[config.mk]
export PLATFORM = sky130hd
export DESIGN_NAME = asps_fee_meter
export DESIGN_NICKNAME = d
export VERILOG_FILES = /design/src/rtl/asps_pkg.sv /design/src/rtl/asps_time_base.sv /design/src/rtl/asps_fee_meter.sv
export SDC_FILE = /design/constraint.sdc
export NUM_CORES = 1
export LEC_CHECK = 0
export BUFFER_PORTS_ARGS = -buffer_cell sky130_fd_sc_hd__buf_4
export CAP_MARGIN = 20
export CORE_AREA = 2 2 165 167
export DETAILED_ROUTE_END_ITERATION = 16
export DIE_AREA = 0 0 167 169
export SYNTH_ARGS = -nofsm -noshare
export SYNTH_HDL_FRONTEND = slang
export SYNTH_SLANG_ARGS = --single-unit
export TNS_END_PERCENT = 30
[constraint.sdc]
create_clock -name clk -period 2.5 [get_ports clk]
set_input_delay 0.375 -clock clk [delete_from_list [all_inputs] [get_ports clk]]
set_output_delay 0.375 -clock clk [all_outputs]
set_load 0.02 [all_outputs]
[src/rtl/asps_pkg.sv]
// Shared types, sizes and helpers for the Alamein Smart Parking fee meter.
package asps_pkg;

   localparam int ID_W          = 2;
   localparam int NUM_CARS      = 3;
   localparam int DEF_COST_RATE = 2;
   localparam int DEF_COST_W    = 8;
   localparam int DEF_TIME_W    = 16;
   localparam int DEF_REV_W     = 16;

   typedef enum logic [1:0] {
      IDLE   = 2'd0,
      MULT   = 2'd1,
      REPORT = 2'd2
   } fee_state_e;

   // Clamps a + b at max_val; operands are zero-extended into 32 bits.
   function automatic logic [31:0] sat_add(input logic [31:0] a,
                                           input logic [31:0] b,
                                           input logic [31:0] max_val);
      logic [32:0] sum;
      logic [31:0] result;
      sum = {1'b0, a} + {1'b0, b};
      if (sum > {1'b0, max_val}) result = max_val;
      else                       result = sum[31:0];
      return result;
   endfunction

endpackage

[src/rtl/asps_time_base.sv]
// Billing time base: a prescaler dividing clk by TICK_DIV drives a free-running
// time-unit counter that wraps modulo 2^TIME_W.
module asps_time_base #(
   parameter int TICK_DIV = 1,
   parameter int TIME_W   = 16
) (
   input  logic              clk,
   input  logic              reset,
   output logic [TIME_W-1:0] time_now
);

   localparam int            PW      = (TICK_DIV > 1) ? $clog2(TICK_DIV) : 1;
   localparam logic [PW-1:0] PRE_MAX = PW'(TICK_DIV - 1);

   logic [PW-1:0]     pre_q, pre_d;
   logic [TIME_W-1:0] time_q, time_d;

   always_comb begin
      pre_d  = pre_q;
      time_d = time_q;
      if (pre_q == PRE_MAX) begin
         pre_d  = '0;
         time_d = time_q + TIME_W'(1);
      end else begin
         pre_d  = pre_q + PW'(1);
      end
   end

   always_ff @(posedge clk or negedge reset) begin
      if (!reset) begin
         pre_q  <= '0;
         time_q <= '0;
      end else begin
         pre_q  <= pre_d;
         time_q <= time_d;
      end
   end

   assign time_now = time_q;

endmodule

[src/rtl/asps_fee_meter.sv]
// Parking fee meter: per-car entry timestamps, fee computation on exit and
// saturating revenue. Optional grace period via `define ASPS_GRACE_PERIOD_EN.
module asps_fee_meter
   import asps_pkg::*;
#(
   parameter int TICK_DIV  = 1,
   parameter int COST_RATE = DEF_COST_RATE,
   parameter int TIME_W    = DEF_TIME_W,
   parameter int COST_W    = DEF_COST_W,
   parameter int REV_W     = DEF_REV_W
`ifdef ASPS_GRACE_PERIOD_EN
   ,
   parameter int GRACE_UNITS = 3
`endif
) (
   input  logic                clk,
   input  logic                reset,
   input  logic                entry_detected,
   input  logic                exit_detected,
   input  logic [ID_W-1:0]     id,
   output logic [COST_W-1:0]   cost,
   output logic                cost_valid,
   output logic [REV_W-1:0]    total_revenue,
   output logic [NUM_CARS-1:0] active_mask,
   output logic                busy,
   output logic                err_dup_entry,
   output logic                err_unknown_exit,
   output logic                err_overrun
);

   localparam int                PROD_W     = TIME_W + 8;
   localparam logic [PROD_W-1:0] COST_LIMIT = PROD_W'({COST_W{1'b1}});
   localparam logic [REV_W-1:0]  REV_MAX    = '1;

   logic [TIME_W-1:0] time_now;

   asps_time_base #(.TICK_DIV(TICK_DIV), .TIME_W(TIME_W)) u_time_base (
      .clk      (clk),
      .reset    (reset),
      .time_now (time_now)
   );

   fee_state_e          state_q, state_d;
   logic [TIME_W-1:0]   entry_time_q [1:NUM_CARS];
   logic [TIME_W-1:0]   entry_time_d [1:NUM_CARS];
   logic [NUM_CARS-1:0] active_q, active_d;
   logic [TIME_W-1:0]   elapsed_q, elapsed_d;
   logic [COST_W-1:0]   charge_q, charge_d;
   logic [COST_W-1:0]   cost_q, cost_d;
   logic                cost_valid_q, cost_valid_d;
   logic [REV_W-1:0]    revenue_q, revenue_d;
   logic                dup_q, dup_d, unk_q, unk_d, ovr_q, ovr_d;

   logic [NUM_CARS-1:0] slot_bit;
   logic                slot_active, exit_accept, grace_hit;
   logic [TIME_W-1:0]   mult_in;
   logic [PROD_W-1:0]   product;
   logic [COST_W-1:0]   charge_calc;

   always_comb begin
      for (int k = 1; k <= NUM_CARS; k++) slot_bit[k-1] = (id == ID_W'(k));
   end

   assign slot_active = |(slot_bit & active_q);
   assign exit_accept = exit_detected && slot_active && (state_q == IDLE);

`ifdef ASPS_GRACE_PERIOD_EN
   assign grace_hit = (elapsed_q < TIME_W'(GRACE_UNITS));
`else
   assign grace_hit = 1'b0;
`endif

   // Zero elapsed is billed as one unit, which yields the minimum charge.
   assign mult_in     = (elapsed_q == '0) ? TIME_W'(1) : elapsed_q;
   assign product     = PROD_W'(mult_in) * PROD_W'(COST_RATE);
   assign charge_calc = grace_hit ? '0 :
                        (product > COST_LIMIT) ? COST_W'(COST_LIMIT) : COST_W'(product);

   always_comb begin
      state_d      = state_q;
      entry_time_d = entry_time_q;
      active_d     = active_q;
      elapsed_d    = elapsed_q;
      charge_d     = charge_q;
      cost_d       = cost_q;
      cost_valid_d = 1'b0;
      revenue_d    = revenue_q;
      dup_d        = 1'b0;
      unk_d        = 1'b0;
      ovr_d        = 1'b0;

      if (exit_detected) begin
         if (!slot_active) begin
            unk_d = 1'b1;
         end else if (state_q != IDLE) begin
            ovr_d = 1'b1;
         end else begin
            elapsed_d = time_now - entry_time_q[id];
            active_d  = active_q & ~slot_bit;
            state_d   = MULT;
         end
      end

      // An accepted exit frees the slot first, so a same-cycle entry re-arms it.
      if (entry_detected) begin
         if ((id == '0) || (slot_active && !exit_accept)) begin
            dup_d = 1'b1;
         end else begin
            entry_time_d[id] = time_now;
            active_d         = active_d | slot_bit;
         end
      end

      case (state_q)
         MULT: begin
            charge_d = charge_calc;
            state_d  = REPORT;
         end
         REPORT: begin
            cost_d       = charge_q;
            cost_valid_d = 1'b1;
            revenue_d    = REV_W'(sat_add(32'(revenue_q), 32'(charge_q), 32'(REV_MAX)));
            state_d      = IDLE;
         end
         default: ;
      endcase
   end

   always_ff @(posedge clk or negedge reset) begin
      if (!reset) begin
         state_q      <= IDLE;
         for (int i = 1; i <= NUM_CARS; i++) entry_time_q[i] <= '0;
         active_q     <= '0;
         elapsed_q    <= '0;
         charge_q     <= '0;
         cost_q       <= '0;
         cost_valid_q <= 1'b0;
         revenue_q    <= '0;
         dup_q        <= 1'b0;
         unk_q        <= 1'b0;
         ovr_q        <= 1'b0;
      end else begin
         state_q      <= state_d;
         entry_time_q <= entry_time_d;
         active_q     <= active_d;
         elapsed_q    <= elapsed_d;
         charge_q     <= charge_d;
         cost_q       <= cost_d;
         cost_valid_q <= cost_valid_d;
         revenue_q    <= revenue_d;
         dup_q        <= dup_d;
         unk_q        <= unk_d;
         ovr_q        <= ovr_d;
      end
   end

   assign cost             = cost_q;
   assign cost_valid       = cost_valid_q;
   assign total_revenue    = revenue_q;
   assign active_mask      = active_q;
   assign busy             = (state_q != IDLE);
   assign err_dup_entry    = dup_q;
   assign err_unknown_exit = unk_q;
   assign err_overrun      = ovr_q;

endmodule
# [After elaboration in Yosys (flattened, before gate mapping)]
# Cells that the tools add are included.
# W data, S select, Z words.
[word_totals] wordCells=79 inputBits=6 output_inout_bits=32 reg_bits=122
[classes] n_reduce_logical=16 order_cmp=4 add_sub_neg=4 muxes=27 n_eq_ne=6 bitwise=7
[op_table] operator="$mux W16" n=5
[op_table] operator="$bwmux W48" n=1
[op_table] operator="$bmux W16 S2" n=1
[op_table] operator="$demux W16 S2" n=1
[op_table] operator="$add A16 B8 Y17" n=1
[op_table] operator="$gt A17 B16 Y1 const B" n=1
[op_table] operator="$gt A17 B8 Y1 const B" n=1
[op_table] operator="$add A16 B1 Y16 const B" n=1
[op_table] operator="$logic_not A16 Y1" n=1
[op_table] operator="$sub A16 B16 Y16" n=1
[op_table] operator="$mux W3" n=5
[op_table] operator="$mux W1" n=9
[op_table] operator="$mux W8" n=1
[op_table] operator="$and A3 B3 Y3" n=2
[op_table] operator="$eq A2 B2 Y1 const B" n=3
[op_table] operator="$mux W2" n=3
[op_table] operator="$reduce_and A3 Y1" n=2
[op_table] operator="$reduce_bool A3 Y1" n=2
[op_table] operator="$eq A2 B1 Y1 const B" n=2
[op_table] operator="$logic_and A1 B1 Y1" n=4
[op_table] operator="$logic_not A2 Y1" n=2
[op_table] operator="$pmux W2 S2" n=1
[op_table] operator="$ge A3 B3 Y1 const B" n=1
[op_table] operator="$lt A3 B1 Y1 const B" n=1
[op_table] operator="11 further kinds" n=12

# [Depth between registers and ports, before layout]
# Gate-level depths: netlist of run 1.
[logic_depth] word_depth=10 ltp_mapped=12 ltp_nobuf=10

# [By module]
# A second synthesis of run 1 with hierarchy kept.
[hier_totals] hier_cells=550 area_unflattened_um2=6246.0
[by_module_without_submodules] module="asps_fee_meter" n_inst=1 cells_each=493 seq_area_each_um2=2627.5 area_per_inst_um2=5544.1
[by_module_without_submodules] module="asps_time_base" n_inst=1 cells_each=57 seq_area_each_um2=400.4 area_per_inst_um2=701.9

# [Worst setup path before layout of run 1]
# Ideal clock, no wire load.
[synth_path] path_type="input-to-reg" from="input id[1]" to="register elapsed_q[15]" stages=11 path_slack_ps=-638 setup_ps=69 required_ps=2431 n_path_buf=2 arrival_ps=3069 path_cell_list="buf_1 clkbuf_1 mux2_2 a22oi_1 ha_1 o211ai_1 a21o_1 a211oi_1 a21oi_1 or4_1 nand3_1"
[synth_between] elab_chain_len=5 word_cells_on_any_way=11 classes_between="add/sub (1); eq/ne (3); mux (3); bitwise (2); reduce/logical (2)"
[synth_lines] item="start: declaration" line_no="asps_fee_meter.sv:20" source="input logic [ID_W-1:0] id,"
[synth_lines] item="$not A2 Y3 (not written as such)" line_no="asps_fee_meter.sv:98" source="elapsed_d = time_now - entry_time_q[id];"
[synth_lines] item="$bmux W16 S2" line_no="asps_fee_meter.sv:98"
[synth_lines] item="$mux W16 (not written as such) (2 in a row)" line_no="asps_fee_meter.sv:98"
[synth_lines] item="$sub A16 B16 Y16" line_no="asps_fee_meter.sv:98"
[synth_lines] item="end signal: assignment" line_no="asps_fee_meter.sv:146" source="elapsed_q <= elapsed_d;"
[synth_lines] item="end: declaration" line_no="asps_fee_meter.sv:47" source="logic [TIME_W-1:0] elapsed_q, elapsed_d;"
# Parallel ways exist; a longest one is shown, timed or not. The select of a mux whose other input is x is not followed.
# A chain may end at the register's enable or synchronous reset.

# [Final worst setup path of run 1]
[layout_path] from="register entry_time_q[32] (netlist bit)" to="register elapsed_q[14]"
[layout_between] elab_chain_len=4
[layout_lines] item="start: declaration" line_no="asps_fee_meter.sv:44" source="logic [TIME_W-1:0] entry_time_q [1:NUM_CARS];"
[layout_lines] item="start signal: assignment" line_no="asps_fee_meter.sv:144" source="entry_time_q <= entry_time_d;"
[layout_lines] item="$bmux W16 S2" line_no="asps_fee_meter.sv:98"
[layout_lines] item="$mux W16 (not written as such) (2 in a row)" line_no="asps_fee_meter.sv:98"
[layout_lines] item="$sub A16 B16 Y16" line_no="asps_fee_meter.sv:98"
# Every way passes these cells. The select of a mux whose other input is x is not followed.

==> results.ini, run 1 <==
[outcome]
status = finished, violations left
violations = negative setup slack

[floorplan]
core_um2 = 26500
die_area_um2 = 28200
die_w_um = 167
die_h_um = 169
num_io_pins = 38
start_util = 0.235
row_count = 60

[global_routing]
grt-ovfl-total = 0
grt_pass1_vias = 4358
grt_use_total = 0.0975
grt_max_degree = 51
grt_first_pass_wirelength_mm = 22.1
antenna_found_initial = 0

[critical_path]
slowest_stage = dfrtp_1
slowest_delay_ps = 370
critical-path-top-delay-family = compound AO/OA/AOI/OAI gates
crit_path_max_fanout = 3
end_kind = register
arrival_ps = 2860
path_cells = mux2_4, a22o_1, ha_2, fa_2, nor2b_4, o211ai_1, a211oi_2, buf_4, nor4_4, mux2i_1, o21ai_1
cp-start-kind = register
critPathRequiredTime_ps = 2800
worst-path-buf-inv = 1
worstSetupPathType = register to register

[placed_design]
gp_congestion = 0.765
pre_cts_ws_ps = -357
hpwl_mm = 9.77
io_buffers = 37
post-place-cells = 971

[cts]
tritoncts = done
clkSinkCount = 121
cts_max_level = 4
root_buffer = clkbuf_16
clkLatencyLatePin_ps = 420
path_clk_slew_ps = 50
clock_path_buffers = 2
cts_buffers = 17

[power_and_ir_drop]
ir_drop_mv = 0.647
leakage_nw = 3.67
total_power_mw = 8.26
pwr_density_cell_nw_per_um2 = 1020

[yosys]
synth_area_um2 = 6220
synth.distinct_cells = 56
synthArstFlopShare = 1.00
yosysSeqAreaShare = 0.487
synth_area_leader_cell = dfrtp_1
synth_ff_type = dfrtp_1
synth_top_area_share = 0.487
synth-seq-cells = 121
synth_edf_count = 0
synthCells = 546
synthTopCellsByArea = dfrtp_1 49%, mux2_2 8.1%, ha_1 5.6%, mux2_4 4.6%, nand2_1 2.7%
syn-num-nets = 582
syn_area_per_cell_um2 = 11.4
ys_warn_count = 0

[timing]
rsz0062_at_grt = yes
min_period_over_period = 1.02
final-setup-viol-count = 3
tightest_slew_ps = 575
hold_violations = 0
slew_headroom = 0.613
fin_ws_ps = -59.8
drv_slew = 0
skew_ps = 9.60
finalCriticalPeriod_ps = 2560
timing.fmax_ghz = 0.391

[final_layout]
area_delta_synth_final_pct = 30.5
final_nets = 691
finalNonFillerCells = 1009
drive_above_1_share = 0.335
num_antenna_cells = 0

[drt]
wl_per_cell_um = 13.3
antenna_left = 0
drtPass1Iterations = 4
viasPerCell = 4.35
wl_mm = 13.4
drc = 0
vias = 4389
first_iter_violations = 205

[hold_path]
hold_class = input pin to register

[flow_run]
maxCapViolCount = 0

[layout by cell type, fill, tap and decap left out, types with 3 or more instances in the layout]
| cell type | synthesis | final |
|---|---|---|
| o21ai_1 | 1 | 5 |
| a21o_1 | 3 | 3 |
| buf_12 | 0 | 5 |
| inv_1 | 12 | 12 |
| mux2_1 | 11 | 11 |
| and3_1 | 7 | 7 |
| clkbuf_16 | 0 | 17 |
| a21oi_2 | 0 | 4 |
| buf_4 | 1 | 103 |
| nand3_1 | 12 | 12 |
| o22a_1 | 8 | 8 |
| o21a_1 | 7 | 7 |
| dfrtp_1 | 121 | 121 |
| a22oi_1 | 16 | 15 |
| xor2_1 | 13 | 13 |
| mux2_4 | 19 | 21 |
| clkbuf_1 | 8 | 6 |
| and2_1 | 3 | 3 |
| nand2_1 | 45 | 45 |
| nand2b_1 | 12 | 12 |
| bufinv_16 | 0 | 3 |
| xnor2_1 | 19 | 19 |
| ha_1 | 28 | 25 |
| mux2_2 | 45 | 43 |
| a21oi_1 | 29 | 25 |
| nor3_1 | 4 | 4 |
| clkinv_2 | 0 | 3 |
| o21ai_0 | 26 | 22 |
| nor2_1 | 37 | 36 |
| nand4_1 | 4 | 4 |
[cells by family (layout without fill, tap and decap cells)]
family | Yosys count | after routing | synth area share
compound gates | 109 | 109 | 0.113
xor+xnor | 32 | 32 | 0.0450
fa+ha+maj | 30 | 30 | 0.0627
buf+inv | 31 | 153 | 0.0225
flops | 121 | 121 | 0.487
mux | 77 | 77 | 0.150
simple gates | 146 | 146 | 0.120
[stage by stage]
| stage | instance area [µm²] | hold WS (ps) | utilization | TNS [ps] |
|---|---|---|---|---|
| floorplan | 6350 | 79.4 | - | -230 |
| global placement | 7450 | 392 | 0.281 | -1650 |
| detailed placement | 7450 | 398 | 0.281 | -1930 |
| CTS | 8040 | 229 | 0.304 | -102 |
| global route | 8120 | 244 | 0.307 | -671 |
| finish | 8120 | 253 | 0.307 | -144 |
[where the power goes]
group          leakage (nW)  internal [mW]  switching, mW
sequential             1.49           2.45          0.348
clock                 0.278           1.59          0.850
combinational          1.90           1.48           1.55
total                  3.67           5.51           2.74
[per-layer routing]
metal / routed length, µm / up-vias / track usage
li1: - / 2181 / -
met1: 6680 / 2127 / 0.127
met2: 6130 / 60 / 0.157
met3: 423 / 21 / 0.0267
met4: 195 / 0 / 0.0326
met5: 0 / - / 0
[state kept, by name, summed over array words and instances (netlist names)]
signal	flops
active_mask	3
charge_q	8
cost	8
cost_valid	1
elapsed_q	16
entry_time_q	48
err_dup_entry	1
err_overrun	1
err_unknown_exit	1
state_q	2
total_revenue	16
u_time_base.time_now	16
[worst paths after layout]
| kind | from | endpoint | slack (ps) | depth (start not counted) |
|---|---|---|---|---|
| worst max-delay path | entry_time_q[32] | elapsed_q[14] | -60 | 11 |
| worst min-delay path | exit_detected | err_unknown_exit | 250 | 2 |
| worst max register to register | entry_time_q[32] | elapsed_q[14] | -60 | 11 |
| worst min register to register | u_time_base.time_now[0] | u_time_base.time_now[0] | 450 | 1 |
| max in group asynchronous | reset | elapsed_q[9] | 1180 | 3 |
| min in group asynchronous | reset | total_revenue[14] | 490 | 2 |
[Yosys cell counts (11+ instances only)]
cell type    n
o21ai_0     26
nand2b_1    12
dfrtp_1    121
a21oi_1     29
inv_1       12
nand2_1     45
mux2_4      19
ha_1        28
a22oi_1     16
nand3_1     12
mux2_2      45
nor2_1      37
xor2_1      13
mux2_1      11
xnor2_1     19
[area by class of cell]
type | instances | area (µm²)
Multi-Input combinational cell | 394 | 3160
Timing Repair Buffer | 109 | 883
Clock inverter | 8 | 120
Inverter | 12 | 45.0
Fill cell | 2681 | 18400
Clock buffer | 24 | 462
Tap cell | 341 | 427
Sequential cell | 121 | 3030
[timing repair]
action	4_1_cts	5_1_grt
setup endpoints to repair	3	17
setup buffers	0	5
pin swaps	2	14
resized for setup	0	14
hold buffers	1	0
hold endpoints to repair	38	0
(Power assumes the default switching activity.)
==> run 2: changes to the inputs <==
--- a/config.mk
+++ b/config.mk
@@ -12,5 +12,6 @@
 export DIE_AREA = 0 0 167 169
 export SYNTH_ARGS = -nofsm -noshare
 export SYNTH_HDL_FRONTEND = slang
+export SYNTH_HIERARCHICAL = 1
 export SYNTH_SLANG_ARGS = --single-unit
 export TNS_END_PERCENT = 30
==> run 2 against run 1 <==
Against the previous run:
- the flow now finishes without violations
- via count decreased by 2.4%
- design area decreased by 2.2%
- highest routed layer unchanged
- sequential power about the same
- largest power group is now registers
==> results.ini, run 2 <==
[final_layout]
largest_reg_flops = 48  ; unchanged
area_delta_synth_final_pct = 27.2  ; was 30.5%
layout_commonest_cell = dfrtp_1  ; unchanged
drive_above_1_share = 0.299  ; was 0.335
regMostFlops = entry_time_q  ; unchanged
final_nets = 679  ; was 691
num_antenna_cells = 0  ; unchanged
layout_common_cells = 121 x dfrtp_1, 88 x buf_4, 48 x nand2_1, 42 x mux2_2, 37 x o21ai_0  ; was 121 x dfrtp_1, 103 x buf_4, 45 x nand2_1, 43 x mux2_2, 36 x nor2_1
fillers = 2676  ; was 2,681
finalNonFillerCells = 997  ; was 1,009

[floorplan]
core_um2 = 26500  ; unchanged
start_util = 0.236  ; was 0.235
die_area_um2 = 28200  ; unchanged
die_h_um = 169  ; unchanged
die_w_um = 167  ; unchanged
row_count = 60  ; unchanged
num_io_pins = 38  ; unchanged

[cts]
cts_buffers = 17  ; unchanged
clkLatencyLatePin_ps = 420  ; about the same
path_clk_slew_ps = 60  ; was 50 ps
cts_max_level = 4  ; unchanged
tritoncts = done  ; unchanged
clkSinkCount = 121  ; unchanged
clock_path_buffers = 2  ; unchanged
root_buffer = clkbuf_16  ; unchanged

[drt]
wl_per_cell_um = 12.5  ; was 13.3 µm
wl_met3_um = 493  ; was 423 µm
wl_met2_mm = 5.44  ; was 6.13 mm
wl_mm = 12.5  ; was 13.4 mm
antenna_left = 0  ; unchanged
top_layer_used = met4  ; unchanged
vias = 4283  ; was 4,389
drtPass1Iterations = 4  ; unchanged
wl_met1_mm = 6.48  ; was 6.68 mm
first_iter_violations = 317  ; was 205
viasPerCell = 4.30  ; was 4.35
drc = 0  ; unchanged

[yosys]
synth.mux.area_fraction = 0.141  ; was 0.150
ys_warn_count = 6  ; was 0
synthArstFlopShare = 1.00  ; unchanged
synth-seq-cells = 121  ; unchanged
yosys.area_share.simple = 0.114  ; was 0.120
synth_top_family_by_area = multiplexers  ; unchanged
synthTopCellsByArea = dfrtp_1 48%, mux2_2 7.6%, ha_1 5.6%, mux2_4 3.4%, o21ai_0 3.2%  ; was dfrtp_1 49%, mux2_2 8.1%, ha_1 5.6%, mux2_4 4.6%, nand2_1 2.7%
synthCells = 550  ; was 546
yosysSeqAreaShare = 0.485  ; was 0.487
synth_top_area_share = 0.485  ; was 0.487
synthAdderAreaFrac = 0.0625  ; was 0.0627
synth_edf_count = 0  ; unchanged
synthXorXnorAreaFrac = 0.0477  ; was 0.0450
synth.distinct_cells = 54  ; was 56
syn-num-nets = 586  ; was 582
synth_compound_area_frac = 0.123  ; was 0.113
synth_area_leader_cell = dfrtp_1  ; unchanged
ys_top_cells_by_count = 121 x dfrtp_1, 48 x nand2_1, 42 x mux2_2, 40 x o21ai_0, 30 x a21oi_1  ; was 121 x dfrtp_1, 45 x mux2_2, 45 x nand2_1, 37 x nor2_1, 29 x a21oi_1
synthMostInstantiatedCell = dfrtp_1  ; unchanged
syn_area_per_cell_um2 = 11.4  ; about the same
synth_ff_type = dfrtp_1  ; unchanged
synth_area_um2 = 6250  ; was 6220 µm²

[power_and_ir_drop]
ir_drop_mv = 0.678  ; was 0.647 mV
leakage_nw = 3.58  ; was 3.67 nW
pwr_density_cell_nw_per_um2 = 1030  ; was 1020 nW/µm²

[timing]
tightest_slew_ps = 507  ; was 575 ps
whs_ps = 178  ; was 253 ps
skew_ps = 5.74  ; was 9.60 ps
drv_slew = 0  ; unchanged
timing.fmax_ghz = 0.421  ; was 0.391 GHz
final-setup-viol-count = 0  ; was 3
min_period_over_period = 0.951  ; was 1.02
finalCriticalPeriod_ps = 2380  ; was 2560 ps
rsz0062_at_grt = yes  ; unchanged
slew_headroom = 0.662  ; was 0.613
hold_violations = 0  ; unchanged

[global_routing]
grt-ovfl-total = 0  ; unchanged
grt_first_pass_wirelength_mm = 21.5  ; was 22.1 mm
grt_use_total = 0.0930  ; was 0.0975
grt_max_degree = 48  ; was 51
antenna_found_initial = 0  ; unchanged
grt_pass1_vias = 4276  ; was 4,358

[hold_path]
min_to = err_dup_entry  ; was err_unknown_exit
hold_start = entry_detected  ; was exit_detected
hold_class = input pin to register  ; unchanged
holdPathStages = 2  ; unchanged

[placed_design]
gp_congestion = 0.794  ; was 0.765
post-place-cells = 963  ; was 971
io_buffers = 37  ; unchanged
hpwl_mm = 9.03  ; was 9.77 mm

[critical_path]
end_kind = register  ; unchanged
reg2reg_from = total_revenue[0]  ; was entry_time_q[32]
r2r-end = total_revenue[12]  ; was elapsed_q[14]
worstSetupPathType = register to register  ; unchanged
crit_path_max_fanout = 6  ; was 3
arrival_ps = 2680  ; was 2860 ps
r2r_setup_slack_ps = 120  ; was -60 ps
cp-start-kind = register  ; unchanged
critPathRequiredTime_ps = 2800  ; about the same
r2r_cells = 10  ; was 11

[flow_run]
maxCapViolCount = 0  ; unchanged

[outcome]
status = finished, final reports clean  ; was finished, violations left

[run 2: per-stage QoR]
stage | util | area [µm²] | TNS, ps | power [mW] | worst slack (ps)
2_1_floorplan | - | 6280 | 0 | 4.71 | 17.3
3_3_place_gp | 0.275 | 7290 | -841 | 5.55 | -148
3_5_place_dp | 0.275 | 7290 | -1130 | 5.59 | -187
4_1_cts | 0.299 | 7930 | 0 | 8.23 | 77.3
5_1_grt | 0.300 | 7950 | -32.5 | 8.71 | -17.4
6_report | 0.300 | 7950 | 0 | 8.16 | 122
[run 2: worst max-delay path by stage]
stage                                 from           endpoint  slack (ps)  depth (start not counted)
after floorplan                      id[0]      elapsed_q[14]          20                         14
after global placement               id[0]      elapsed_q[14]        -150                         13
after detailed placement             id[0]      elapsed_q[13]        -190                         12
after CTS                 entry_time_q[17]      elapsed_q[14]          80                         11
after global routing      entry_time_q[19]      elapsed_q[10]         -20                         10
final                     total_revenue[0]  total_revenue[12]         120                         10
[run 2: logic make-up after synthesis]
| kind of cell | Yosys count |
|---|---|
| AO/OA/AOI/OAI | 119 |
| XOR/XNOR | 34 |
| adder cells (fa/ha/maj) | 30 |
| buffers and inverters | 34 |
| flip-flops | 121 |
| multiplexers | 75 |
| AND/OR/NAND/NOR | 137 |
[run 2: power by group]
part | leakage (nW) | switching (mW) | internal [mW] | total [mW]
registers | 1.50 | 0.346 | 2.45 | 2.79
clock network | 0.294 | 0.880 | 1.71 | 2.59
logic | 1.79 | 1.41 | 1.37 | 2.78
total | 3.58 | 2.63 | 5.53 | 8.16
[run 2: final cells by class]
class / count / area, µm² / area share
Timing Repair Buffer: 92 / 731 / 0.0919
Tap cell: 341 / 427 / 0.0537
Sequential cell: 121 / 3030 / 0.381
Clock buffer: 20 / 457 / 0.0575
Inverter: 16 / 60.1 / 0.00756
Multi-Input combinational cell: 395 / 3070 / 0.387
Clock inverter: 12 / 173 / 0.0217
[run 2: routing by layer]
metal / track usage / vias to the layer above
met3: 0.0304 / 9
met5: 0 / -
met2: 0.142 / 58
met4: 0.0191 / 0
met1: 0.129 / 2069
li1: - / 2147
[run 2: worst max-delay path, stage by stage (launching register included)]
cell,delay [ps]
dfrtp_1,400
ha_1,220
inv_1,70
fa_1,180
nor2b_1,70
o31a_1,290
o41ai_2,240
nand2b_1,150
and2b_2,260
nand2_1,80
mux2_2,320
[run 2: what timing repair did]
action | CTS | global route
endpoints found under the hold margin | 35 | 0
resized for setup | 0 | 4
setup buffers | 0 | 1
hold buffers | 1 | 0
setup endpoints to repair | 0 | 9
